$ cat config.mk
export PLATFORM = sky130hd
export DESIGN_NAME = mem_req_master
export DESIGN_NICKNAME = d
export VERILOG_FILES = /design/src/rtl/mem_pkg.sv /design/src/rtl/mem_req_master.sv
export SDC_FILE = /design/constraint.sdc
export NUM_CORES = 1
export LEC_CHECK = 0
export ABC_CLOCK_PERIOD_IN_PS = 2500
export CORE_MARGIN = 1
export CORE_UTILIZATION = 30
export DETAILED_ROUTE_END_ITERATION = 10
export PLACE_DENSITY_LB_ADDON = 0.05
export SLEW_MARGIN = 15
export SYNTH_ARGS = -nofsm -noshare
export SYNTH_HDL_FRONTEND = slang
export SYNTH_SLANG_ARGS = --single-unit
$ cat constraint.sdc
create_clock -name clk -period 2.5 [get_ports clk]
set_input_delay 0.25 -clock clk [delete_from_list [all_inputs] [get_ports clk]]
set_output_delay 0.25 -clock clk [all_outputs]
set_load 0.01 [all_outputs]
$ cat src/rtl/mem_pkg.sv
// Shared types and constants for the single-port memory-system protocol.
// The address check helper is shared so every initiator applies identical rules.
`timescale 1ns/1ps
package mem_pkg;

    typedef enum logic [1:0] {
        IDLE = 2'd0,
        BUSY = 2'd1,
        RESP = 2'd2
    } mem_state_t;

    localparam int unsigned MEM_WORD_BYTES   = 4;
    localparam logic [31:0] MEM_DEFAULT_BASE = 32'h0000_2000;
    localparam logic [31:0] MEM_DEFAULT_WIN  = 32'h0000_1000;

    // Offset is compared rather than base+win so a window ending at 2^32 cannot wrap.
    function automatic logic mem_addr_ok(input logic [31:0] addr,
                                         input logic [31:0] base,
                                         input logic [31:0] win);
        logic [31:0] offset;
        offset = addr - base;
        return ((addr & 32'(MEM_WORD_BYTES - 1)) == 32'd0) && (addr >= base) && (offset < win);
    endfunction

endpackage

$ cat src/rtl/mem_req_master.sv
// Single-outstanding memory request initiator: accepts one load/store, drives the
// memory port until mem_done or timeout, then holds the response until taken.
`timescale 1ns/1ps
module mem_req_master
    import mem_pkg::*;
#(
    parameter logic [31:0] BASE_ADDR = MEM_DEFAULT_BASE,
    parameter logic [31:0] WIN_BYTES = MEM_DEFAULT_WIN,
    parameter int unsigned TIMEOUT   = 64
) (
    input  logic        clk,
    input  logic        rst_n,
    input  logic        req_valid,
    output logic        req_ready,
    input  logic        req_wr,
    input  logic [31:0] req_addr,
    input  logic [31:0] req_wdata,
    output logic        resp_valid,
    input  logic        resp_ready,
    output logic [31:0] resp_rdata,
    output logic        resp_err,
    output logic        mem_en,
    output logic        mem_wr,
    output logic [31:0] mem_addr,
    output logic [31:0] mem_wdata,
    input  logic [31:0] mem_rdata,
    input  logic        mem_stall,
    input  logic        mem_done
);

    localparam int unsigned CW = (TIMEOUT > 2) ? $clog2(TIMEOUT) : 1;
    localparam logic [CW-1:0] CNT_LAST = CW'(TIMEOUT - 1);

    mem_state_t  state_q, state_d;
    logic        ready_q, ready_d;
    logic        wr_q, wr_d;
    logic [31:0] addr_q, addr_d;
    logic [31:0] wdata_q, wdata_d;
    logic [31:0] rdata_q, rdata_d;
    logic        err_q, err_d;
    logic [CW-1:0] cnt_q, cnt_d;
    logic [15:0] stall_cnt_q, stall_cnt_d;

    // NOTE: sequential state uses non-blocking assignments only, so every register
    // samples the same pre-edge values regardless of statement order.
    always_ff @(posedge clk or negedge rst_n) begin
        if (!rst_n) begin
            state_q     <= IDLE;
            ready_q     <= 1'b0;
            wr_q        <= 1'b0;
            addr_q      <= '0;
            wdata_q     <= '0;
            rdata_q     <= '0;
            err_q       <= 1'b0;
            cnt_q       <= '0;
            stall_cnt_q <= '0;
        end else begin
            state_q     <= state_d;
            ready_q     <= ready_d;
            wr_q        <= wr_d;
            addr_q      <= addr_d;
            wdata_q     <= wdata_d;
            rdata_q     <= rdata_d;
            err_q       <= err_d;
            cnt_q       <= cnt_d;
            stall_cnt_q <= stall_cnt_d;
        end
    end

    // NOTE: every variable gets a hold-value default before the case statement,
    // which keeps this block purely combinational (no inferred latches).
    always_comb begin
        state_d     = state_q;
        wr_d        = wr_q;
        addr_d      = addr_q;
        wdata_d     = wdata_q;
        rdata_d     = rdata_q;
        err_d       = err_q;
        cnt_d       = cnt_q;
        stall_cnt_d = stall_cnt_q;

        case (state_q)
            IDLE: begin
                if (ready_q && req_valid) begin
                    wr_d    = req_wr;
                    addr_d  = {req_addr[31:2], 2'b00};
                    wdata_d = req_wdata;
                    rdata_d = '0;
                    cnt_d   = '0;
                    if (mem_addr_ok(req_addr, BASE_ADDR, WIN_BYTES)) begin
                        err_d   = 1'b0;
                        state_d = BUSY;
                    end else begin
                        err_d   = 1'b1;
                        state_d = RESP;
                    end
                end
            end
            BUSY: begin
                cnt_d = cnt_q + 1'b1;
                // Completion takes priority over a timeout landing in the same cycle.
                if (mem_done) begin
                    rdata_d = wr_q ? '0 : mem_rdata;
                    err_d   = 1'b0;
                    state_d = RESP;
                end else if (cnt_q == CNT_LAST) begin
                    rdata_d = '0;
                    err_d   = 1'b1;
                    state_d = RESP;
                end
                if (mem_stall && (stall_cnt_q != 16'hFFFF)) begin
                    stall_cnt_d = stall_cnt_q + 16'd1;
                end
            end
            RESP: begin
                if (resp_ready) begin
                    state_d = IDLE;
                end
            end
            default: state_d = IDLE;
        endcase

        // Registered ready keeps req_ready low during reset and the cycle it releases.
        ready_d = (state_d == IDLE);
    end

    always_comb begin
        req_ready  = ready_q;
        resp_valid = (state_q == RESP);
        resp_rdata = rdata_q;
        resp_err   = err_q;
        mem_en     = (state_q == BUSY);
        mem_wr     = (state_q == BUSY) && wr_q;
        mem_addr   = addr_q;
        mem_wdata  = wdata_q;
    end

endmodule

==> impl_results.md <==
- Yosys Warn Count: 0
- Worst slew pin tran: approximately 530 ps
- CP Data Arrival Time: around 2500 ps
- DRT Pass-1 Iters: 5
- WL/cell: 14.65 um
- Synth Area per Inst: 9.795 um2
- HP Class: input pin to asynchronous set/reset pin
- Clock power share: around 22%
- Skew final: approximately 7.5 ps
- Max Slew Vio Count: 0
- Leakage power total: about 3.2 nW
- Final period util: approximately nine tenths
- Routed wire length: about 12000 um
- DRC: 0
- Row cnt: between 40 and 50
- Initial antenna violation count: 0
- VDD IR max: ~0.63 mV
- Final Hold Fails: 0
- Initial Utilization: a little under a third
- Total power: 0.006166 W
- Number of port buffers: 200
- Number of synthesized flops with an enable pin: 0
- Post-Syn Area: ~0.0042 mm2
- Vias per std cell: between 4 and 5
- Synth top cells by count: nand2_1, dfrtp_1, a22o_1
- Slew margin rel.: around 65%
- Clock sink total: between 100 and 150
- DIE AREA: around 0.015 mm2
- Share of cells above drive strength 1: 8.449%
- Setup_tns: 0 ps
- Clk slew on worst S/H paths: ~70 ps
- Combinational fraction of design power: a little under two fifths
- Synth top area share: between 60 and 70%
- Core Area: 0.01383 mm2
- I/O Pins: between 200 and 250
- Kind of critical path: input pin to flip-flop
- DIE WIDTH: between 100 and 150 um
- Most common cell in the netlist: nand2_1
- Inserted Diodes: 0
- Outcome: finished clean
- Max-cap violations: 0
- Global-route wire length before repair: between 15000 and 20000 um
- Startpoint type of the worst setup path: input pin
- Area delta synth->final: 62.68%
- HPWL after DPL: 8601 um
- Min Hold Slack: 369.8 ps
- Switching share of power: 32.29%
- Syn Inst Count: 432
- CTS Buf Count: 9
- Setup Fix Bufs, Post-CTS: 0
- Routability cong.: 0.7914
- Synth unique cells: 40
- Via Count: ~3800
- RSZ-0062 raised after global routing: no
- Fin crit period: about 2300 ps
- Post-synth top flop: dfrtp_1
- Remaining global-route overflow: 0
- P_int: ~0.0042 W
- Top cells by area, synth: dfrtp_1, nand2_1, a22o_1
- Die height: ~120 um
- PD cells: about 900 mW/mm2
- FILL cells: 1265
- #FFs+latches synth: about 110
- Root buf cell: clkbuf_16
- CTS tree: yes
- Worst path required time: about 2700 ps
- Largest net degree at the start of global routing: between 50 and 60
- Max Clk Rate: between 400 and 500 MHz
- DRT iter0 DRCs: 123
- Htree depth: 3
- Sequential Power Share: 39.8%
- Worst Setup End Kind: flip-flop
- CP max FO: 4
- Worst-Skew Late Latency: between 300 and 400 ps
- Setup violators final: 0
- Net count, final: 751
- Gr usage total: 17.55%
- DRT antenna net count: 0
- Cell taking the most area after synthesis: dfrtp_1
- Sequential-to-total area share from yosys stat: around 62%
- Async SR Flop Fraction: 100.0%
- Vias in the first global route: around 3900
- CTS Buffer Depth: 2
- P_sw: between 0.0015 and 0.002 W
[final timing paths]
| kind | from | to | slack [ps] | cells after the start |
|---|---|---|---|---|
| worst min-delay path | rst_n | mem_addr[8] | 370 | 2 |
| worst max register to register | cnt_q[0] | resp_rdata[18] | 540 | 7 |
| worst min register to register | mem_addr[31] | mem_addr[31] | 470 | 2 |
| worst max-delay path | req_addr[14] | resp_err | 200 | 9 |
| max in group asynchronous | rst_n | mem_addr[24] | 1480 | 3 |
| min in group clk | req_addr[10] | mem_addr[10] | 430 | 3 |
[power groups by stage]
| stage | Combinational [W] | Clock (W) | Sequential (W) |
|---|---|---|---|
| 5_1_grt | 0.00256 | 0.00151 | 0.00252 |
| 3_3_place_gp | 0.00236 | 0 | 0.00247 |
| 4_1_cts | 0.00238 | 0.00144 | 0.00246 |
| 2_1_floorplan | 0.000674 | 0 | 0.00271 |
| 3_5_place_dp | 0.00237 | 0 | 0.00249 |
| 6_report | 0.00233 | 0.00138 | 0.00246 |
[through the flow]
stage | util, % | std cells | cell area (um2) | setup slack (ps)
2_1_floorplan | - | 433 | 4235 | 497.5
3_3_place_gp | 47.54 | 814 | 6574 | -132.9
3_5_place_dp | 47.54 | 814 | 6574 | -199.1
4_1_cts | 49.72 | 831 | 6875 | 168.9
5_1_grt | 49.79 | 831 | 6884 | 32.50
6_report | 49.79 | 831 | 6884 | 200.6
[per-layer routing]
metal  GRT usage [%]  share of wire, %
met4           5.093               1.5
met5               0                 0
met2           28.77                48
met1           20.81                42
met3           7.594               8.2
[layout by cell type (no fill, tap or decap), types with 3 or more instances in the layout]
| cell type | netlist | layout |
|---|---|---|
| clkdlybuf4s50_1 | 0 | 199 |
| nand2_1 | 193 | 193 |
| dfrtp_1 | 105 | 105 |
| a22o_1 | 33 | 33 |
| buf_4 | 2 | 25 |
| o21ai_0 | 11 | 11 |
| nor2_1 | 12 | 10 |
| clkbuf_16 | 0 | 9 |
| nor3_1 | 5 | 5 |
| nand4_1 | 3 | 3 |
[critical path: stages]
cell	delay, ps
clkdlybuf4s50_1	430
inv_1	100
ha_1	200
or3b_2	480
nor2_1	180
mux2i_1	220
nand4_1	170
nor4_4	370
a21oi_1	110
[flip-flops by register name, summed over array words and instances, names as in the netlist]
signal and cells:
cnt_q 6, resp_err 1, mem_wdata 32, mem_addr 30, state_q 2, wr_q 1
req_ready 1, resp_rdata 32
[layout make-up]
cell class              count  area (um2)  area share [%]
inverters                   3       11.26          0.1636
repair buffers            226        2210           32.10
well taps                 180       225.2           3.272
multi-input cells         301        1519           22.06
clock buffers              11       252.7           3.671
clock inverters             5       38.79          0.5634
flip-flops and latches    105        2628           38.17
[cell families (layout without fill, tap and decap cells)]
| logic type | Yosys count | count (layout) | synth area share (%) |
|---|---|---|---|
| simple gates | 236 | 236 | 23.30 |
| buf+inv | 27 | 245 | 2.572 |
| compound gates | 57 | 57 | 10.44 |
| xor+xnor | 2 | 2 | 0.4140 |
| other cells | 1 | 2 | 0.08862 |
| flops | 105 | 105 | 62.09 |
| fa+ha+maj | 2 | 2 | 0.5913 |
| mux | 2 | 2 | 0.5027 |
[repair_timing]
item | CTS | global route
hold buffers | 1 | 0
gates resized for setup | 0 | 1
endpoints found under the setup margin | 0 | 2
endpoints found under the hold margin | 30 | 0
(Power assumes the default switching activity.)
==> patch, RTL diff (same flow settings) <==
Encoding of `mem_state_t`: now one-hot (3 bits for 3 states).
--- a/src/rtl/mem_pkg.sv
+++ b/src/rtl/mem_pkg.sv
@@ -3,10 +3,10 @@
 `timescale 1ns/1ps
 package mem_pkg;
 
-    typedef enum logic [1:0] {
-        IDLE = 2'd0,
-        BUSY = 2'd1,
-        RESP = 2'd2
+    typedef enum logic [2:0] {
+        IDLE = 3'b001,
+        BUSY = 3'b010,
+        RESP = 3'b100
     } mem_state_t;
 
     localparam int unsigned MEM_WORD_BYTES   = 4;
Formal check against the unedited RTL: no difference found for any inputs over 10 cycles, from zero or initial values and one cycle with rst_n low; not proved beyond that.
==> patch against the original RTL <==
Count of clock-buffer cells in the layout did not move. Combinational power rose by 7%. Worst hold slack improved by 0.058 ns. Sequential cell count rose by 1. Area after synthesis rose by 0.35%. Largest power group unchanged. Final area rose by 0.27%. Worst setup slack improved by 0.014 ns. Global-route usage fell by 0.18 points. Cell count fell by 0.60%. Critical path type unchanged. Routed wire length fell by 2.1%. Sequential share of layout area rose by 0.28 points. Via count fell by 1.8%. Synthesized cell count fell by 0.46%. Power rose by 3.9%.
==> patch: results (changes against the original RTL) <==
status:
  run_status: "completed"
global_route:
  grt_pass1_vias: 3920  # +0.80%
  gr-usage-met2_pct: 26.5  # -2.3 points
  use_met1_pct: 22.4  # +1.6 points
  grt_pass1_wl_um: 19800  # +0.53%
  met3_usage_pct: 7.52  # -0.076 points
  grt_max_degree: 47  # -16%
sta:
  whs_ns: 0.427  # +0.0577 ns
  fin_ws_ns: 0.215  # +0.0140 ns
  skew_ns: 0.00852  # +0.00100 ns
  worstMarginPinSlew_ns: 0.669  # +0.143 ns
critical_path:
  crit_fanout: 3  # -1
  crit_arrival_ns: 2.51  # about the same
  cpMaxStageDelayCell: "or4_4"
  r2r-start: "state_q[0]"
  r2r_slack_ns: 0.59  # +0.05 ns
  crit_start: "req_addr[24]"
  r2r_end: "mem_wdata[2]"
  cpPeakStageDelay_ns: 0.57  # +0.09 ns
power:
  ir_drop_mv: 0.617  # -2.1%
  p_comb_share_pct: 38.9  # +1.1 points
  p_sw_share_pct: 32.5  # +0.23 points
  p_leak_uw: 0.00323  # +1.1%
  p_seq_share_pct: 39.0  # -0.8 points
  comb_power_uw: 2490  # +7%
synthesis:
  yosys-top-cells-area: "dfrtp_1 62%, nand2_1 17%, a22o_1 6.6%, clkbuf_1 1.9%, o21ai_0 1.3%"
  ys_types: 42  # +5.0%
  synth_commonest_cells: "193 x nand2_1, 105 x dfrtp_1, 32 x a22o_1"
  syn_avg_cell_area_um2: 9.88  # +0.82%
  ys_seq_area_share_pct: 62.5  # +0.40 points
placed_design:
  dp_cells: 810  # -0.49%
  gp_congestion: 0.812  # +2.6%
  place_ws_ns: -0.143  # +0.0566 ns
  placement.cell_area_um2: 6600  # +0.36%
  dp_hpwl_um: 8480  # -1.4%
clock_tree:
  cts_tree: "yes"
routing:
  m1WireLength_um: 5390  # +4.7%
  dr.pass1.iters: 4  # -1
  drt-vias-per-instance: 4.51  # -1.2%
  wl_per_cell_um: 14.4  # -1.5%
  dr_wl_met2_um: 5350  # -8.4%
layout:
  nets: 747  # -0.53%
  layoutNonFillerInstCount: 826  # -0.60%
  regArea_um2: 2650  # +1.0%
  layout-drive-gt1-share_pct: 7.89  # -0.55 points
  fill_cells: 1302  # +2.9%
min_path:
  hp-class: "primary input to register"
patch: cell types whose count changed after synthesis, moves of 2 or more:
| cell | before | now |
|---|---|---|
| nor3_1 | 5 | 3 |
| or3_1 | 0 | 2 |
| and2_1 | 2 | 0 |
| nor2b_1 | 2 | 0 |
| inv_1 | 2 | 5 |
| nand3b_1 | 0 | 2 |
| xor2_1 | 0 | 2 |
| nand2b_1 | 2 | 0 |
| nor4b_1 | 2 | 0 |
patch: repair_timing:
action,CTS,global route
hold buffers,1,0
gates resized for setup,0,0
hold endpoints to repair,43,0
patch: worst min path at each step:
stage,from,endpoint,depth (start not counted)
after global routing,req_wdata[10],mem_wdata[10],3
after CTS,req_wdata[0],mem_wdata[0],3
after floorplan,rst_n,cnt_q[0],0
after global placement,rst_n,mem_addr[19],1
after detailed placement,rst_n,mem_addr[19],1
final,req_wdata[0],mem_wdata[0],3
patch: worst min-delay path: stages:
cell	delay, ns
clkdlybuf4s50_1	0.39
nand2_1	0.05
nand2_1	0.04
patch: cell families (layout without fill, tap and decap cells):
| group | Yosys count | after routing | synth area share [%] |
|---|---|---|---|
| AO/OA/AOI/OAI | 56 | 56 | 10.2 |
| XOR/XNOR | 3 | 3 | 0.619 |
| adder cells (fa/ha/maj) | 2 | 2 | 0.589 |
| buffers and inverters | 29 | 244 | 2.74 |
| flip-flops | 106 | 106 | 62.5 |
| multiplexers | 1 | 1 | 0.236 |
| other | 1 | 2 | 0.0883 |
| AND/OR/NAND/NOR | 232 | 232 | 23.0 |
patch: layout make-up:
class                   instances  share of cell area, %
inverters                       6                  0.326
multi-input cells             296                   21.6
flip-flops and latches        106                   38.4
repair buffers                223                   32.0
clock inverters                 4                  0.761
well taps                     180                   3.26
clock buffers                  11                   3.52
